[src/rtl/ring_pkg.sv]
// Shared types and helpers for the ring-counter sequence checker.
package ring_pkg;

    // Width of the binary phase index decoded from the 4-bit one-hot ring.
    localparam int PHASE_W = 2;

    // Checker FSM states.
    typedef enum logic [1:0] {
        HUNT   = 2'd0,
        LOCKED = 2'd1,
        ERROR  = 2'd2
    } state_e;

    // Error codes reported on err_code.
    localparam logic [1:0] ERR_NONE       = 2'b00;
    localparam logic [1:0] ERR_NOT_ONEHOT = 2'b01;
    localparam logic [1:0] ERR_BAD_STEP   = 2'b10;

    // Next legal ring value: 0001 -> 1000 -> 0100 -> 0010 -> 0001.
    function automatic logic [3:0] ring_rotate(input logic [3:0] cur);
        return {cur[0], cur[3:1]};
    endfunction

endpackage

[src/rtl/ring_onehot_dec.sv]
// Combinational one-hot ring decoder: flags one-hot validity and maps the
// phase to its binary index (0001=0, 1000=1, 0100=2, 0010=3).
module ring_onehot_dec
    import ring_pkg::*;
(
    input  logic [3:0]         i_ring,
    output logic               o_onehot_ok,
    output logic [PHASE_W-1:0] o_idx
);

    // Decode the four legal codes; anything else is reported as not one-hot.
    always_comb begin
        o_onehot_ok = 1'b0;
        o_idx       = '0;
        case (i_ring)
            4'b0001: begin o_onehot_ok = 1'b1; o_idx = 2'd0; end
            4'b1000: begin o_onehot_ok = 1'b1; o_idx = 2'd1; end
            4'b0100: begin o_onehot_ok = 1'b1; o_idx = 2'd2; end
            4'b0010: begin o_onehot_ok = 1'b1; o_idx = 2'd3; end
            default: begin o_onehot_ok = 1'b0; o_idx = '0;   end
        endcase
    end

endmodule

[config.mk]
export PLATFORM = sky130hd
export DESIGN_NAME = ring_onehot_dec
export DESIGN_NICKNAME = d
export VERILOG_FILES = /design/src/rtl/ring_pkg.sv /design/src/rtl/ring_onehot_dec.sv
export SDC_FILE = /design/constraint.sdc
export NUM_CORES = 1
export LEC_CHECK = 0
export ABC_AREA = 1
export ABC_CLOCK_PERIOD_IN_PS = 800
export CORE_AREA = 2 2 39 41
export DETAILED_ROUTE_END_ITERATION = 10
export DIE_AREA = 0 0 41 43
export PLACE_DENSITY = 0.3
export SYNTH_ARGS = -nofsm -noshare
export SYNTH_HDL_FRONTEND = slang
export SYNTH_SLANG_ARGS = --single-unit
[constraint.sdc]
create_clock -name vclk -period 0.8
set_input_delay 0.16 -clock vclk [all_inputs]
set_output_delay 0.16 -clock vclk [all_outputs]
set_load 0.02 [all_outputs]
# Yosys cells after proc, flatten, opt, wreduce, memory -nomap -nowiden
# Cells that the tools add are included.
[word_totals]
reg_bits = 0
inputBits = 4
output_inout_bits = 3
word_cells = 7
[classes]
n_eq_ne = 4
n_mux = 2
reduce_logical = 1
[op_table]
columns = ["op", "count"]
rows = [
  ["$pmux W2 S3", 1],
  ["$eq A4 B1 Y1 const B", 1],
  ["$eq A4 B2 Y1 const B", 1],
  ["$eq A4 B3 Y1 const B", 1],
  ["$eq A4 B4 Y1 const B", 1],
  ["$reduce_or A4 Y1", 1],
  ["$mux W1", 1],
]

# Logic depth before layout (Yosys ltp)
# Gate-level depths: netlist of run 1.
[depth]
ltp_word = 3
mapped_depth = 5
mapped_depth_nobuf = 5

# Worst setup path after synthesis of run 1
# No wires, ideal clock.
[synth_timing]
kind = "input -> output"
from = "input port i_ring[2]"
to = "output port o_idx[0]"
arrival_ns = 0.629
required_time_ns = 0.640
setup_slack_ns = 0.011
path_stages = 5
path_buffers = 0
cell_sequence = "inv_1 nand2_2 nor2_2 inv_1 o21ai_1"
[synth_between]
elab_chain_cells = 2
word_cells_on_any_way = 4
classes_between = "3 x eq/ne; 1 x mux"
[synth_rtl]
columns = ["element", "line_no", "source"]
rows = [
  ["start: declaration", "ring_onehot_dec.sv:6", "input logic [3:0] i_ring,"],
  ["$eq A4 B2 Y1, or another cell as far along", "ring_onehot_dec.sv:15", "case (i_ring)"],
  ["$pmux W2 S3 (*)", "ring_onehot_dec.sv:15", ""],
  ["end: declaration", "ring_onehot_dec.sv:8", "output logic [PHASE_W-1:0] o_idx"],
]
# Mark *: on every way between the ends. The rest lies on a longest branch, timed or not.

# Final worst setup path of run 1
[layout_timing]
from = "input port i_ring[0]"
to = "output port o_idx[0]"
# Same word-level chain as after synthesis.

==> results.py, run 1 <==
metrics = {
    "grt": {
        "grt_use_total_pct": 2.997,
        "grt_pass1_wl_um": 407,
        "globalRouteOverflowTotal": 0,
        "grt_most_used_layer": "met2",
        "met2_usage_pct": 6.250,
        "antenna_found_initial": 0,
        "grt_max_degree": 4,
        "grt_use_met1_pct": 3.165,
        "grt_pass1_vias": 128,
        "use_met3_pct": 0,
    },
    "yosys": {
        "avgSynthCellArea_um2": 4.192,
        "ys_warn_count": 0,
        "synth_cell_types": 7,
        "seq_area_frac_synth_pct": 0,
        "yosysTopAreaCellShare_pct": 26.87,
        "netlist_instances": 20,
        "synth_top_area_cell": "nand2_1",
        "syn-num-nets": 24,
        "synth.area.top_cells": "nand2_1 (27%), inv_1 (18%), nor2_1 (18%), nor2_2 (15%), inv_2 (9.0%)",
        "synth_area_um2": 83.83,
    },
    "timing": {
        "drv_slew": 0,
        "max_slew.worst_pin.slew_ns": 0.1139,
        "rsz0062_at_grt": "true",
        "fin_crit_ns": 0.8976,
        "max_freq_mhz": 1114,
        "period_share_pct": 112.2,
        "finalWorstSetupSlack_ns": -0.09764,
        "setup-violations-final": 3,
        "finalHoldViolCount": 0,
        "slew-limit-headroom_pct": 92.35,
    },
    "place": {
        "io_buffers": 7,
        "gp_congestion": 0.5691,
        "hpwl_um": 202.6,
        "place_inst": 43,
        "placed_area_um2": 173.9,
    },
    "critical_path": {
        "critPathArrivalTime_ns": 0.74,
        "crit_path_end_kind": "primary output",
        "crit_fanout": 2,
        "worst_ep_required_time_ns": 0.64,
        "worstSetupPathType": "primary input to primary output",
        "cp-startpoint": "i_ring[0]",
        "crit_end": "o_idx[0]",
        "worstSetupStartpointType": "primary input",
    },
    "route": {
        "drt_iter0_markers": 2,
        "vias": 136,
        "wirelength_um": 230,
        "first_pass_iters": 3,
        "post_drt_wl_per_cell_um": 5.349,
        "drtAntennaViolNets": 0,
        "drcViolationCount": 0,
        "via_per_inst": 3.163,
    },
    "layout": {
        "n_antenna_cell": 0,
        "finalNetCount": 33,
        "final_cell_mix": "buf_6 (5), nand2_1 (4), nor2_1 (3)",
        "area_growth_pct": 156.7,
        "seq_area_um2": 0,
        "design.seq.count": 0,
        "final-instance-count-excl-fill": 43,
        "post-route-util_pct": 15.55,
        "fin_area_um2": 215.2,
        "final_common_cell": "buf_6",
        "drive_gt1_share_pct": 62.96,
        "clkbuf_count": 0,
    },
    "power": {
        "seqPwrFrac_pct": 0,
        "p_int_mw": 0.05368,
        "power.switching_mw": 0.05398,
        "combPwrFrac_pct": 100.0,
        "cellPowerDensity_nw_per_um2": 500.3,
        "p_leak_nw": 0.1104,
        "clkPwrFrac_pct": 0,
        "netSwitchingFraction_pct": 50.14,
        "vdd_drop_max_mv": 0.1298,
    },
    "hold_path": {
        "min_path_type": "primary input to primary output",
        "hold_path_depth": 4,
    },
    "die": {
        "die_height_um": 43,
        "io-pin-count": 7,
        "rows": 14,
        "die_x_um": 41,
        "start_util_pct": 6.058,
        "die-area_um2": 1763,
        "core_region_area_um2": 1384,
    },
    "clocking": {
        "post-cts-setup-buffer-count": 0,
        "hold_buffers": 0,
    },
    "status": {
        "violations": "setup timing",
        "outcome": "finished with violations",
    },
    "job": {
        "maxCapViolCount": 0,
    },
}
## timing repair
item                                    4_1_cts  5_1_grt
endpoints found under the setup margin        3        3
resized for setup                            42        8
pin swaps                                     6        3
## worst min-delay path by stage
stage,slack [ns],to,start
after global routing,0.73,o_idx[0],i_ring[3]
after CTS,0.70,o_idx[0],i_ring[3]
after global placement,1.45,o_idx[0],i_ring[3]
final,0.70,o_idx[0],i_ring[3]
after detailed placement,1.44,o_idx[0],i_ring[3]
after floorplan,0.52,o_idx[0],i_ring[3]
## layer usage
metal | share of wire, % | wire length [um]
met1 | 35 | 80
met3 | 6.5 | 15
met5 | 0 | 0
met4 | 0 | 0
met2 | 59 | 135
## critical path, stage by stage
cell and delay, ns:
buf_8 0.10, inv_6 0.05, nand2_4 0.05, nor2_4 0.10, inv_1 0.05, o21ai_1 0.07, buf_4 0.16
## cells by family after synthesis
group,after synthesis,synth area share [%]
simple gates,13,67.16
compound gates,1,5.964
buf+inv,6,26.86
## power groups by stage
stage / Sequential, mW / Combinational, mW / Clock (mW)
floorplan: 0 / 0.0392 / 0
detailed placement: 0 / 0.0832 / 0
finish: 0 / 0.108 / 0
global route: 0 / 0.116 / 0
CTS: 0 / 0.0925 / 0
global placement: 0 / 0.0834 / 0
## synthesized netlist by cell type
| cell | number |
|---|---|
| nor2_2 | 2 |
| nor2_1 | 4 |
| nand2_1 | 6 |
| inv_2 | 2 |
| inv_1 | 4 |
| o21ai_1 | 1 |
| nand2_2 | 1 |
## per-stage QoR
step	hold WS, ns	worst slack (ns)	setup TNS, ns	total power, mW
6_report	0.7032	-0.09764	-0.2225	0.1077
5_1_grt	0.7317	-0.1569	-0.3803	0.1165
4_1_cts	0.7012	-0.1305	-0.3075	0.09248
3_5_place_dp	1.444	-0.9374	-2.768	0.08315
3_3_place_gp	1.451	-0.9364	-2.772	0.08337
2_1_floorplan	0.5207	0.01120	0	0.03923
## area by class of cell
type | count | area, um2
fillers | 167 | 1169
inverters | 6 | 32.53
multi-input cells | 14 | 83.83
well taps | 16 | 20.02
repair buffers | 7 | 78.83
Note: power is estimated with default switching activity, not from simulation.
==> run 2, diff against run 1 <==
--- a/config.mk
+++ b/config.mk
@@ -6,10 +6,10 @@
 export NUM_CORES = 1
 export LEC_CHECK = 0
 export ABC_AREA = 1
-export ABC_CLOCK_PERIOD_IN_PS = 800
 export CORE_AREA = 2 2 39 41
 export DETAILED_ROUTE_END_ITERATION = 10
 export DIE_AREA = 0 0 41 43
+export DONT_BUFFER_PORTS = 1
 export PLACE_DENSITY = 0.3
 export SYNTH_ARGS = -nofsm -noshare
 export SYNTH_HDL_FRONTEND = slang
==> results.py, run 2 (synthesized netlist as in run 1, its figures left out) <==
metrics = {
    "route": {
        "drtAntennaViolNets": 0,
        "wirelength_um": 226,
        "post_drt_wl_per_cell_um": 6.108,
        "via_per_inst": 2.730,
        "met3_length_um": 28,
        "route.top_layer_used": "met3",
        "vias": 101,
        "drcViolationCount": 0,
        "dr_wl_met2_um": 125,
        "met1_length_um": 72,
        "first_pass_iters": 1,
        "drt_iter0_markers": 0,
    },
    "timing": {
        "max_slew.worst_pin.slew_ns": 0.1399,
        "setup-violations-final": 0,
        "rsz0062_at_grt": "true",
        "drv_slew": 0,
        "period_share_pct": 96.32,
        "tns_ns": 0,
        "finalWorstSetupSlack_ns": 0.02942,
        "slew-limit-headroom_pct": 90.66,
        "finalHoldViolCount": 0,
        "max_freq_mhz": 1298,
        "fin_crit_ns": 0.7706,
    },
    "critical_path": {
        "crit_fanout": 2,
        "worstSetupPathType": "primary input to primary output",
        "cp_cell_sequence": "inv_2 > nand2_1 > nor2_4 > inv_1 > o21ai_1 > buf_4",
        "worst_ep_required_time_ns": 0.64,
        "cpMaxStageDelayCell": "buf_4",
        "max_stage_delay_ns": 0.15,
        "crit_path_end_kind": "primary output",
        "worstSetupStartpointType": "primary input",
        "critPathArrivalTime_ns": 0.61,
    },
    "layout": {
        "clkbuf_count": 0,
        "n_antenna_cell": 0,
        "final_cell_mix": "nand2_1 (5), nor2_1 (4), inv_2 (2), inv_1 (2)",
        "post-route-util_pct": 9.494,
        "design.seq.count": 0,
        "drive_gt1_share_pct": 42.86,
        "multi_input_comb_area_um2": 73.82,
        "finalNetCount": 27,
        "seq_area_um2": 0,
        "nFillCells": 169,
        "final_common_cell": "nand2_1",
        "area_growth_pct": 56.72,
    },
    "clocking": {
        "post-cts-setup-buffer-count": 0,
        "hold_buffers": 0,
    },
    "die": {
        "die_x_um": 41,
        "start_util_pct": 6.058,
        "rows": 14,
        "io-pin-count": 7,
        "die-area_um2": 1763,
        "die_height_um": 43,
        "core_region_area_um2": 1384,
    },
    "power": {
        "p_int_mw": 0.01883,
        "cellPowerDensity_nw_per_um2": 427.9,
        "combPwrFrac_pct": 100.0,
        "vdd_drop_max_mv": 0.04573,
        "clkPwrFrac_pct": 0,
        "total_power_mw": 0.05622,
        "power.switching_mw": 0.03739,
        "netSwitchingFraction_pct": 66.51,
        "seqPwrFrac_pct": 0,
        "p_leak_nw": 0.06585,
    },
    "hold_path": {
        "min_path_type": "primary input to primary output",
    },
    "place": {
        "io_buffers": 0,
        "gp_congestion": 0.5801,
        "dp_slack_ns": -0.02365,
        "hpwl_um": 208.7,
    },
    "status": {
        "outcome": "finished, final reports clean",
    },
    "grt": {
        "grt_max_degree": 4,
        "grt_pass1_wl_um": 289,
        "antenna_found_initial": 0,
        "grt_pass1_vias": 86,
        "grt_use_total_pct": 2.198,
        "globalRouteOverflowTotal": 0,
    },
    "job": {
        "maxCapViolCount": 0,
    },
}
run 2: area by class of cell:
cell class / count / area share [%]
Timing Repair Buffer: 1 / 5.714
Tap cell: 16 / 15.24
Multi-Input combinational cell: 14 / 56.19
Inverter: 6 / 22.86
run 2: power groups by stage:
stage | Combinational [mW] | Sequential (mW) | Clock (mW)
2_1_floorplan | 0.0392 | 0 | 0
3_3_place_gp | 0.0474 | 0 | 0
3_5_place_dp | 0.0475 | 0 | 0
4_1_cts | 0.0544 | 0 | 0
5_1_grt | 0.0616 | 0 | 0
6_report | 0.0562 | 0 | 0
run 2: path summary, 6_finish.rpt:
| check | startpoint | depth (start not counted) | slack [ns] | end |
|---|---|---|---|---|
| min | i_ring[3] | 3 | 0.59 | o_idx[0] |
| max | i_ring[0] | 6 | 0.03 | o_idx[0] |
run 2: critical path: cells and delay by family:
| family | cells | cell delay (ns) |
|---|---|---|
| and+or+nand+nor | 2 | 0.16 |
| AOI/OAI and AO/OA | 1 | 0.06 |
| buffers and inverters | 3 | 0.22 |
run 2: routing by layer:
metal  vias to the layer above  global-route usage (%)
li1                         58                       -
met1                        40                   1.582
met2                         3                   4.688
met3                         0                   1.047
met4                         0                       0
met5                         -                       0
run 2: timing repair:
item / CTS / global route
pin swaps: 2 / 0
endpoints found under the setup margin: 2 / 2
resized for setup: 6 / 2
run 2: metrics by stage:
step / cell area [um2] / hold WS, ns / cells
CTS: 126.4 / 0.5941 / 37
global route: 131.4 / 0.6275 / 37
global placement: 111.4 / 0.6011 / 37
detailed placement: 111.4 / 0.5940 / 37
floorplan: 83.83 / 0.5207 / 20
finish: 131.4 / 0.5943 / 37
==> run 3, diff against run 2 <==
--- a/config.mk
+++ b/config.mk
@@ -5,7 +5,7 @@
 export SDC_FILE = /design/constraint.sdc
 export NUM_CORES = 1
 export LEC_CHECK = 0
-export ABC_AREA = 1
+export ABC_AREA = 0
 export CORE_AREA = 2 2 39 41
 export DETAILED_ROUTE_END_ITERATION = 10
 export DIE_AREA = 0 0 41 43
==> results.py, run 3 <==
metrics = {
    "yosys": {
        "ys_warn_count": 0,
        "synth_top_area_cell": "xnor2_1",
        "synth_cell_types": 4,
        "yosysTopAreaCellShare_pct": 40.38,
        "syn-num-nets": 12,
        "synth.top_cells.by_count": "xnor2_1 (3), nor3_1 (2), or4b_1 (2), o311ai_1 (1)",
        "synth_area_um2": 65.06,
        "synth.area.top_cells": "xnor2_1 (40%), or4b_1 (31%), nor3_1 (15%), o311ai_1 (13%)",
        "netlist_instances": 8,
        "yosysMostFrequentCell": "xnor2_1",
        "seq_area_frac_synth_pct": 0,
        "avgSynthCellArea_um2": 8.133,
    },
    "die": {
        "die_x_um": 41,
        "die_height_um": 43,
        "rows": 14,
        "die-area_um2": 1763,
        "core_region_area_um2": 1384,
        "start_util_pct": 4.702,
        "io-pin-count": 7,
    },
    "timing": {
        "drv_slew": 0,
        "max_freq_mhz": 1011,
        "setup-violations-final": 1,
        "finalHoldViolCount": 0,
        "fin_crit_ns": 0.9892,
        "period_share_pct": 123.7,
        "tns_ns": -0.1892,
        "slew-limit-headroom_pct": 75.44,
        "rsz0062_at_grt": "true",
        "holdWs_ns": 0.4418,
        "finalWorstSetupSlack_ns": -0.1892,
        "max_slew.worst_pin.slew_ns": 0.3676,
    },
    "grt": {
        "grt_max_degree": 6,
        "antenna_found_initial": 0,
        "grt_use_total_pct": 2.398,
        "grt_pass1_vias": 85,
        "grt_pass1_wl_um": 310,
        "globalRouteOverflowTotal": 0,
    },
    "critical_path": {
        "worstSetupStartpointType": "primary input",
        "cp.buffers_inverters": 0,
        "max_stage_delay_ns": 0.53,
        "crit_cells": 2,
        "crit_family": "simple AND/OR/NAND/NOR gates",
        "crit_path_end_kind": "primary output",
        "critPathArrivalTime_ns": 0.83,
        "worst_ep_required_time_ns": 0.64,
        "crit_fanout": 5,
        "cp_cell_sequence": "or4b_4 > o311ai_4",
        "cpMaxStageDelayCell": "or4b_4",
        "worstSetupPathType": "primary input to primary output",
    },
    "layout": {
        "finalNetCount": 16,
        "seq_area_um2": 0,
        "post-route-util_pct": 9.765,
        "design.seq.count": 0,
        "drive_gt1_share_pct": 70.00,
        "area_growth_pct": 107.7,
        "nFillCells": 158,
        "n_antenna_cell": 0,
        "final_common_cell": "xnor2_1",
        "clkbuf_count": 0,
        "fin_area_um2": 135.1,
        "final_cell_mix": "xnor2_1 (3), nor3_2 (2), or4b_4 (2), buf_4 (2), o311ai_4 (1)",
    },
    "power": {
        "p_leak_nw": 0.03894,
        "vdd_drop_max_mv": 0.1084,
        "cellPowerDensity_nw_per_um2": 450.9,
        "total_power_mw": 0.06093,
    },
    "route": {
        "vias": 75,
        "drtAntennaViolNets": 0,
        "post_drt_wl_per_cell_um": 8.346,
        "drcViolationCount": 0,
        "via_per_inst": 2.885,
        "drt_iter0_markers": 0,
        "first_pass_iters": 1,
        "wirelength_um": 217,
    },
    "place": {
        "io_buffers": 0,
        "placed_area_um2": 135.1,
        "gp_congestion": 0.5082,
    },
    "clocking": {
        "post-cts-setup-buffer-count": 0,
        "hold_buffers": 0,
    },
    "job": {
        "maxCapViolCount": 0,
    },
    "hold_path": {
        "hold_path_depth": 1,
        "min_path_type": "primary input to primary output",
    },
    "status": {
        "outcome": "finished with violations",
        "violations": "setup timing",
    },
}
-- run 3: changes by cell type after synthesis, sizes merged, moves of 2 or more --
cell   before  now
nand2       7    0
inv         6    0
nor2        6    0
nor3        0    2
xnor2       0    3
or4b        0    2
-- run 3: worst paths after layout --
kind / from / endpoint / slack [ns]
setup / recovery: i_ring[3] / o_onehot_ok / -0.19
hold / removal: i_ring[1] / o_onehot_ok / 0.44
-- run 3: where the power goes --
group	switching [mW]	internal (mW)	leakage, nW
clock	0	0	0
sequential	0	0	0
combinational	0.0284	0.0325	0.0389
-- run 3: cell type report --
| class | count | area [um2] | share of cell area [%] |
|---|---|---|---|
| Multi-Input combinational cell | 8 | 100.1 | 74.07 |
| Tap cell | 16 | 20.02 | 14.81 |
| Timing Repair Buffer | 2 | 15.01 | 11.11 |
-- run 3: cells by family (layout without fill, tap and decap cells) --
| kind of cell | after synthesis | count (layout) | synth area share, % |
|---|---|---|---|
| simple gates | 4 | 4 | 46.16 |
| xor+xnor | 3 | 3 | 40.39 |
| compound gates | 1 | 1 | 13.46 |
| buf+inv | 0 | 2 | 0 |
-- run 3: layer usage --
| metal | global-route usage, % | vias to the layer above | share of wire [%] |
|---|---|---|---|
| met1 | 3.797 | 31 | 53 |
| met3 | 1.047 | 0 | 13 |
| met5 | 0 | - | 0 |
| met4 | 0 | 0 | 0 |
| li1 | - | 37 | - |
| met2 | 3.125 | 7 | 34 |
-- run 3: timing repair --
| action | CTS | global route |
|---|---|---|
| endpoints found under the hold margin | 0 | 0 |
| setup endpoints to repair | 1 | 1 |
| pin swaps | 2 | 0 |
| cloned | 0 | 0 |
| resized for setup | 0 | 0 |
-- run 3: metrics by stage --
stage / worst slack [ns] / std cells
detailed placement: -0.1991 / 26
CTS: -0.1974 / 26
floorplan: -0.1776 / 8
global route: -0.1973 / 26
finish: -0.1892 / 26
global placement: -0.1917 / 26
